==> config.mk <==
export PLATFORM = sky130hd
export DESIGN_NAME = priority_encoder
export DESIGN_NICKNAME = d
export VERILOG_FILES = /design/src/rtl/priority_encoder_pkg.sv /design/src/rtl/priority_encoder_core.sv /design/src/rtl/priority_encoder.sv
export SDC_FILE = /design/constraint.sdc
export NUM_CORES = 1
export LEC_CHECK = 0
export ABC_AREA = 1
export ABC_CLOCK_PERIOD_IN_PS = 1100
export CAP_MARGIN = 40
export CELL_PAD_IN_SITES_DETAIL_PLACEMENT = 0
export CELL_PAD_IN_SITES_GLOBAL_PLACEMENT = 1
export CORE_AREA = 2 2 39 41
export CTS_CLUSTER_DIAMETER = 30
export DETAILED_ROUTE_END_ITERATION = 7
export DIE_AREA = 0 0 41 43
export PLACE_DENSITY = 0.71
export RECOVER_POWER = 50
export SLEW_MARGIN = 30
export SYNTH_ARGS = -nofsm -noshare
export SYNTH_HDL_FRONTEND = slang
export SYNTH_HIERARCHICAL = 1
export SYNTH_SLANG_ARGS = --single-unit
==> constraint.sdc <==
create_clock -name clk -period 1.1 [get_ports clk]
set_clock_uncertainty 0.05 [all_clocks]
set_input_delay 0.22 -clock clk [delete_from_list [all_inputs] [get_ports clk]]
set_output_delay 0.22 -clock clk [all_outputs]
set_load 0.02 [all_outputs]
==> src/rtl/priority_encoder_pkg.sv <==
// Shared helpers for the priority encoder: index-width derivation.
package priority_encoder_pkg;

  // Width of a binary index able to address `width` request lines (never below 1).
  function automatic int unsigned idx_width(input int unsigned width);
    return (width > 1) ? $clog2(width) : 1;
  endfunction

endpackage

==> src/rtl/priority_encoder_core.sv <==
// Combinational priority scan: winning index, any-request flag and one-hot of the winner.
module priority_encoder_core
  import priority_encoder_pkg::*;
#(
  parameter int unsigned WIDTH        = 4,
  parameter bit          LSB_PRIORITY = 1'b0,
  localparam int unsigned OUT_W       = idx_width(WIDTH)
) (
  input  logic [WIDTH-1:0] data_input,
  output logic [OUT_W-1:0] index,
  output logic             valid,
  output logic [WIDTH-1:0] onehot
);

  always_comb begin
    index  = '0;
    onehot = '0;
    valid  = |data_input;
    // Scan so the preferred end is visited last; the last hit wins.
    if (LSB_PRIORITY) begin
      for (int i = WIDTH - 1; i >= 0; i--) begin
        if (data_input[i]) begin
          index     = OUT_W'(i);
          onehot    = '0;
          onehot[i] = 1'b1;
        end
      end
    end else begin
      for (int i = 0; i < WIDTH; i++) begin
        if (data_input[i]) begin
          index     = OUT_W'(i);
          onehot    = '0;
          onehot[i] = 1'b1;
        end
      end
    end
  end

endmodule

==> src/rtl/priority_encoder.sv <==
// Registered priority encoder: enable-qualified output stage over the combinational core.
module priority_encoder
  import priority_encoder_pkg::*;
#(
  parameter int unsigned WIDTH        = 4,
  parameter bit          LSB_PRIORITY = 1'b0,
  localparam int unsigned OUT_W       = idx_width(WIDTH)
) (
  input  logic             clk,
  input  logic             rst_n,
  input  logic             en,
  input  logic [WIDTH-1:0] data_input,
  output logic [OUT_W-1:0] encoded_output,
  output logic             valid_output,
  output logic [WIDTH-1:0] onehot_output
);

  logic [OUT_W-1:0] index_d;
  logic             valid_d;
  logic [WIDTH-1:0] onehot_d;

  priority_encoder_core #(
    .WIDTH        (WIDTH),
    .LSB_PRIORITY (LSB_PRIORITY)
  ) u_core (
    .data_input (data_input),
    .index      (index_d),
    .valid      (valid_d),
    .onehot     (onehot_d)
  );

  always_ff @(posedge clk or negedge rst_n) begin
    if (!rst_n) begin
      encoded_output <= '0;
      valid_output   <= 1'b0;
      onehot_output  <= '0;
    end else if (en) begin
      encoded_output <= index_d;
      valid_output   <= valid_d;
      onehot_output  <= onehot_d;
    end
  end

endmodule

==> results of run 1 <==
power breakdown:
part           internal (mW)  total [mW]  leakage (nW)  switching [mW]
sequential             0.277       0.286        0.0866         0.00912
clock                  0.138       0.231        0.0150          0.0922
combinational         0.0452       0.113         0.151          0.0677
total                  0.461       0.630         0.253           0.169
state kept, by name (all words and copies together) (netlist names):
| name | count |
|---|---|
| onehot_output | 4 |
| encoded_output | 2 |
| valid_output | 1 |
layer usage:
| layer | GRT usage, % | vias up | part of all wire [%] |
|---|---|---|---|
| met3 | 0 | 2 | 8.5 |
| met5 | 0 | - | 0 |
| li1 | - | 155 | - |
| met4 | 10.0 | 0 | 2.8 |
| met2 | 10.9 | 11 | 43 |
| met1 | 11.8 | 116 | 45 |
layout by cell type (no fill, tap or decap):
master                             n
sky130_fd_sc_hd__o21ai_1           1
sky130_fd_sc_hd__clkbuf_1          2
sky130_fd_sc_hd__nor2_1            5
sky130_fd_sc_hd__buf_2             7
sky130_fd_sc_hd__clkbuf_4          3
sky130_fd_sc_hd__inv_1             1
sky130_fd_sc_hd__inv_2             3
sky130_fd_sc_hd__nand2_1          23
sky130_fd_sc_hd__nand2_2           1
sky130_fd_sc_hd__clkdlybuf4s50_1   4
sky130_fd_sc_hd__dlygate4sd3_1     2
sky130_fd_sc_hd__dfrtp_1           7
logic make-up after synthesis:
kind of cell	Yosys count	synth area share [%]
flip-flops	7	53.8
AO/OA/AOI/OAI	1	1.54
AND/OR/NAND/NOR	29	34.2
buffers and inverters	6	10.4
area by class of cell:
type	instances	area (um^2)
flip-flops and latches	7	175
fillers	168	932
clock buffers	4	26.3
repair buffers	14	98.8
well taps	16	20.0
inverters	4	15.0
multi-input cells	30	116
worst max path at each step:
| stage | start | endpoint | slack (ps) |
|---|---|---|---|
| finish | encoded_output[0] | encoded_output[0] | 40 |
| global route | en | encoded_output[0] | 6 |
| CTS | encoded_output[1] | encoded_output[1] | 30 |
| detailed placement | encoded_output[1] | encoded_output[1] | -110 |
| global placement | en | onehot_output[2] | -110 |
| floorplan | encoded_output[0] | encoded_output[0] | 370 |
cells in the mapped netlist:
| library cell | count |
|---|---|
| sky130_fd_sc_hd__nand2_1 | 23 |
| sky130_fd_sc_hd__dfrtp_1 | 7 |
| sky130_fd_sc_hd__nor2_1 | 5 |
| sky130_fd_sc_hd__inv_2 | 3 |
| sky130_fd_sc_hd__buf_4 | 1 |
| sky130_fd_sc_hd__buf_6 | 1 |
| sky130_fd_sc_hd__inv_1 | 1 |
| sky130_fd_sc_hd__nand2_2 | 1 |
| sky130_fd_sc_hd__o21ai_1 | 1 |
what timing repair did:
| action | CTS | global route |
|---|---|---|
| setup buffers | 0 | 0 |
| resized for setup | 28 | 0 |
| setup endpoints to repair | 7 | 0 |
==> impl_summary.md, run 1 <==
Worst setup path
The worst setup path is of the reg2out kind. The slowest stage of the critical path is the sky130_fd_sc_hd__dfrtp_1 cell. In this design, the stage delay of the slowest critical-path cell is 380 ps.

The worst setup path is launched from a flop. In this run the worst path has a maximum fanout of 2. The number of gates on the worst path with buffers counted is 1. The depth of the worst register-to-register path is 2. STA classifies the critical path endpoint as a primary output.

The reg2reg setup slack is 460 ps. The worst register-to-register path ends at encoded_output[1]. The startpoint of the lowest-slack register-to-register path is encoded_output[1].

The worst path required time is 830 ps. The critical path goes through buf_2. The top cell family by delay on the critical path is flip-flops. The sum of buffers and inverters on the critical path is 1.

The data arrival at the endpoint of the critical path is 790 ps.

Timing
The worst path needs 1060 ps of the cycle, external delays included. In the post-route analysis, the smallest setup slack over all paths is 43.7 ps. Setup repair after global routing left no endpoint under its margin.

The final hold violation count is 0. The number of setup violations in the final report is 0. Derived from the worst setup path, the maximum achievable clock frequency is 0.947 GHz. Adding up every negative setup slack in the final design gives 0 ps.

The final critical path takes up 96.0% of the cycle. The tightest hold path in the finished design has a slack of 245 ps. The count of pins over their slew limit came to 0.

Measured against its own limit, the worst slew margin works out to 79.0%. For the pin with the worst max-slew slack, the measured transition is 313 ps.

Layout
The final net count is 67. Compared with the post-synthesis result, the final layout area differs by 38.8%. The utilization after layout is 32.6%. The number of inserted diodes is 0.

The final instance count without filler cells is 75. The proportion of layout cells with a drive suffix above 1 is 23.7%. Summing all non-filler instances in the final layout gives an area of 452 um^2.

Job
Across the run, the number of max-cap violations was 0.

Routing
The detailed-route wire length is 597 um. The final routed wire length divided by cell count is 7.96 um. In the routed layout, each cell is associated on average with a via count of 3.79. The count of nets left with antenna violations once routing finished came out at 0. The detailed router's first-iteration violation count is 5.

The number of detailed-route iterations in the first pass is 4. The detailed router placed 284 vias in this run. For this run, design rule violations remaining after detail routing come to 0.

Power
The power after layout is 0.630 mW. For this design the static power due to leakage is 0.253 nW. VDD sags by at most 0.461 mV. The power per unit of standard cell area is 1390 nW/um^2.

Placement
The total placed instance area is 464 um^2. The number of buffers inserted by port buffering is 13. The number of placed instances, taps included, is 71. The HPWL after detailed placement is 493 um.

Routability-driven placement finished with a final weighted congestion of 0.735. The pre-CTS setup slack is -113 ps.

GRT
The number of global-route vias before repair is 263. After global routing the overflow that remains totals 0. Global routing consumed, over all layers together, 8.70% of the routing resources. The initial antenna violation count is 0. The largest net degree at the start of global routing is 8. The first global-routing pass estimated 1020 um of wire.

Synth
Yosys mapped the design onto 9 distinct sky130hd cell types. The mean instance size in the synthesized netlist is 7.57 um^2. The dominant cell type by area after synthesis is sky130_fd_sc_hd__dfrtp_1. The netlist area before placement is 325 um^2. For this run, the register share of the synthesized area comes to 53.8%. The top cell type's share of synthesized area is 53.8%. The synthesized netlist net count is 50.

The flip-flop and latch count after synthesis is 7. The count of warnings emitted by yosys is 6. The synthesized instance count is 43. By area the synthesized netlist is led by sky130_fd_sc_hd__dfrtp_1 54%, sky130_fd_sc_hd__nand2_1 27%, sky130_fd_sc_hd__nor2_1 5.8%.

Die
14 I/O pins were placed. The floorplan step set the die width to 41 um. The placeable core region is 1380 um^2.

The row count is 14. For this configuration, the core starts out at a cell density of 23.5%. The floorplan step defined a die boundary enclosing 1760 um^2. The height of the die is 43 um.

Clock tree
The maximum number of buffers from clock root to sink is 2. CTS placed an instance of sky130_fd_sc_hd__clkbuf_4 at the clock tree root. The clock transition at the registers of the reported paths is 50 ps. The number of buffers created by CTS is 3. The total number of clock tree sinks is 7.

After clock tree synthesis, the flow added hold-fix buffers numbering 0. The worst-skew pair later-pin latency is 250 ps. In this run the number of H-tree levels came out at 1. TritonCTS built the clock tree.

Status
The run finished with clean final reports.

Hold path
The path category of the worst min-delay check is in2async.
Power figures use the tool's default switching activity.
==> run 2: changes to the inputs <==
--- a/config.mk
+++ b/config.mk
@@ -6,15 +6,15 @@
 export NUM_CORES = 1
 export LEC_CHECK = 0
 export ABC_AREA = 1
-export ABC_CLOCK_PERIOD_IN_PS = 1100
+export ABC_CLOCK_PERIOD_IN_PS = 900
 export CAP_MARGIN = 40
 export CELL_PAD_IN_SITES_DETAIL_PLACEMENT = 0
 export CELL_PAD_IN_SITES_GLOBAL_PLACEMENT = 1
-export CORE_AREA = 2 2 39 41
+export CORE_AREA = 2 2 41 43
 export CTS_CLUSTER_DIAMETER = 30
 export DETAILED_ROUTE_END_ITERATION = 7
-export DIE_AREA = 0 0 41 43
-export PLACE_DENSITY = 0.71
+export DIE_AREA = 0 0 43 45
+export PLACE_DENSITY = 0.68
 export RECOVER_POWER = 50
 export SLEW_MARGIN = 30
 export SYNTH_ARGS = -nofsm -noshare
==> constraint.sdc (replaced) <==
create_clock -name clk -period 0.9 [get_ports clk]
set_clock_uncertainty 0.05 [all_clocks]
set_input_delay 0.18 -clock clk [delete_from_list [all_inputs] [get_ports clk]]
set_output_delay 0.18 -clock clk [all_outputs]
set_load 0.02 [all_outputs]
==> run 2 against run 1 <==
  * The flow now finishes with violations (setup timing)
  * Critical path depth unchanged
  * Sequential cell count unchanged
  * Count of clock-buffer cells in the layout unchanged
  * Non-clock buffer count up 6
  * Total power up 30%
  * Final cell count up 8.0%
  * Via count up 9.9%
  * Critical path type unchanged
  * Critical endpoint is now encoded_output[1]
  * Largest power group unchanged
  * Highest routed layer is now met3
==> impl_summary.md, run 2 (same netlist as run 1, synthesis figures left out) <==
Clock tree
The maximum number of buffers from clock root to sink came to 2 (unchanged). The deepest level of the CTS H-tree is 1 (unchanged). CTS placed an instance of sky130_fd_sc_hd__clkbuf_4 at the clock tree root. The total number of clock tree sinks is 7 (unchanged).

The number of buffers created by CTS is 3 (unchanged). The clock transition at the registers of the reported paths is 50 ps (about the same). The worst-skew pair later-pin latency is 240 ps (about the same). The CTS tree is yes.

Layout
The proportion of layout cells with a drive suffix above 1 is 32.3% (+8.6 points). The number of inserted diodes came to 0 (unchanged). In the layout the commonest cells are 23 x sky130_fd_sc_hd__nand2_1, 7 x sky130_fd_sc_hd__dfrtp_1, 7 x sky130_fd_sc_hd__buf_6, 7 x sky130_fd_sc_hd__buf_4, 5 x sky130_fd_sc_hd__nor2_1. In the final layout, the registers with the most flip-flops are onehot_output: 4 flops, encoded_output: 2 flops, valid_output: 1 flops. The most flop-heavy register is onehot_output. The final net count is 73 (+9.0%). From synthesis to final layout, the design area changed by 68.8%. The post-route standard cell area excluding fillers was 549 um^2 (+22%). The utilization after layout is 37.3% (+4.7 points). The flip-flop count of the largest register after layout is 4 (unchanged). The commonest non-fill, non-tap cell in the layout is sky130_fd_sc_hd__nand2_1.

GRT
The met2 demand-to-capacity share in global routing is 12.1% (+1.2 points). After global routing, the most crowded layer is met2. The met1 routing resource usage after global routing was 9.45% (-2.4 points). The initial antenna violation count is 0 (unchanged). The remaining global-route overflow was 0 (unchanged).

The global-route wire length before repair is 1120 um (+9.4%). The overall track demand over capacity in global routing is 8.12% (-0.57 points). The largest net degree at the start of global routing was 8 (unchanged). The number of global-route vias before repair came to 290 (+10%). The met3 usage in global routing is 0% (unchanged).

Placement
The pre-CTS setup slack is -264 ps (-152 ps). The total placed instance area is 464 um^2 (unchanged). The number of buffers inserted by port buffering is 13 (unchanged). The final estimated routing congestion in global placement is 0.700 (-4.7%).

Power
The peak supply drop is 0.339 mV (-26%). The power per unit of standard cell area is 1500 nW/um^2 (+7.3%). The total leakage power is 0.317 nW (+25%).

Die
The area enclosed by the die boundary came to 1940 um^2 (+9.8%). The number of top-level pins is 14 (unchanged). The placeable core region came to 1470 um^2 (+6.3%). The row count is 14 (unchanged). The height of the die is 45 um (+4.7%).

The die boundary width came to 43 um (+4.9%). The effective utilization at floorplan is 22.1% (-1.4 points).

Worst setup path
The sum of buffers and inverters on the critical path was 1 (unchanged). The highest fanout seen on the critical path is 2 (unchanged). The worst path required time is 670 ps (-160 ps).

The cell with the largest stage delay on the worst path is sky130_fd_sc_hd__dfrtp_1. The data arrival at the endpoint of the critical path was 770 ps (-20 ps). The worst stage delay on the critical path is 390 ps (about the same). The start-to-end type of the worst setup path is reg2out.

The worst setup path is launched from a flop. The critical path goes through buf_6. The cell family contributing the most delay on the critical path is flip-flops. STA classifies the critical path endpoint as a primary output.

Routing
The number of detailed-route iterations in the first pass came to 2 (-2). The detailed router's first-iteration violation count is 5 (unchanged). The final routed wire length divided by cell count is 7.96 um (about the same). The number of nets with antenna violations after routing came to 0 (unchanged). The number of vias per cell is 3.85 (+1.7%). The detailed-route wire length came to 645 um (+8.0%). The DRC violation count after routing is 0 (unchanged). The via count came to 312 (+9.9%).

Timing
The maximum clock rate is 1.00 GHz. The worst setup margin is -96.8 ps (-141 ps). The number of setup violations in the final report came to 7 (+7).

The worst relative slew slack is 78.7% (-0.35 points). The share of the cycle needed by the critical path after routing is 111%. The actual transition at the worst max-transition pin came to 318 ps (+5.16 ps). The count of pins over their slew limit came to 0 (unchanged). The final hold violation count was 0 (unchanged). After layout, the minimum clock period comes to 997 ps. Setup repair after global routing could not meet its margin everywhere.

Hold path
The tightest min-delay check is of the in2reg type.

Job
The number of max-capacitance violations reported is 0 (unchanged).

Status
The run finished, with violations left. The final reports fail on setup timing.
## run 2: cell types whose count changed in the layout (fill, tap and decap cells not counted)
| cell | delta |
|---|---|
| sky130_fd_sc_hd__buf_2 | -7 |
| sky130_fd_sc_hd__buf_4 | +7 |
| sky130_fd_sc_hd__buf_6 | +7 |
| sky130_fd_sc_hd__clkbuf_1 | -1 |
| sky130_fd_sc_hd__clkdlybuf4s50_1 | -1 |
| sky130_fd_sc_hd__dlygate4sd3_1 | -1 |
| sky130_fd_sc_hd__dlymetal6s2s_1 | +2 |
## run 2: worst paths after layout
check	end	startpoint	depth (start not counted)	slack [ps]
setup reg to reg	onehot_output[0]	onehot_output[0]	4	10
hold / removal	onehot_output[3]	data_input[3]	3	200
max in group asynchronous	encoded_output[0]	rst_n	1	350
min in group asynchronous	valid_output	rst_n	1	210
setup / recovery	encoded_output[1]	encoded_output[1]	1	-100
hold reg to reg	onehot_output[3]	onehot_output[3]	2	440
## run 2: cell type report
class	instances	area [um^2]
Tap cell	16	20.0
Multi-Input combinational cell	30	116
Clock buffer	4	26.3
Fill cell	171	922
Inverter	4	15.0
Sequential cell	7	175
Timing Repair Buffer	20	196
## run 2: through the flow
step                      instances  setup TNS [ps]  power, mW  hold slack, ps
after detailed placement         71           -3320      0.524             409
after CTS                        80            -716      0.842             141
after global routing             81            -903      0.877             228
after global placement           71           -3270      0.522             404
after floorplan                  43               0      0.436            -166
final                            81            -629      0.821             198
## run 2: where the power goes
part,switching [mW],internal (mW)
sequential,0.0155,0.339
clock,0.106,0.169
combinational,0.0879,0.104
## run 2: per-layer routing
| layer | routed length (um) | up-vias |
|---|---|---|
| met5 | 0 | - |
| met4 | 0 | 0 |
| met3 | 35 | 0 |
| met2 | 319 | 9 |
| met1 | 290 | 132 |
| li1 | - | 171 |
## run 2: timing repair
| item | 4_1_cts | 5_1_grt |
|---|---|---|
| pin swaps | 0 | 0 |
| setup endpoints to repair | 7 | 9 |
| buffers inserted | 5 | 1 |
| hold buffers | 0 | 0 |
| gates resized for setup | 42 | 2 |
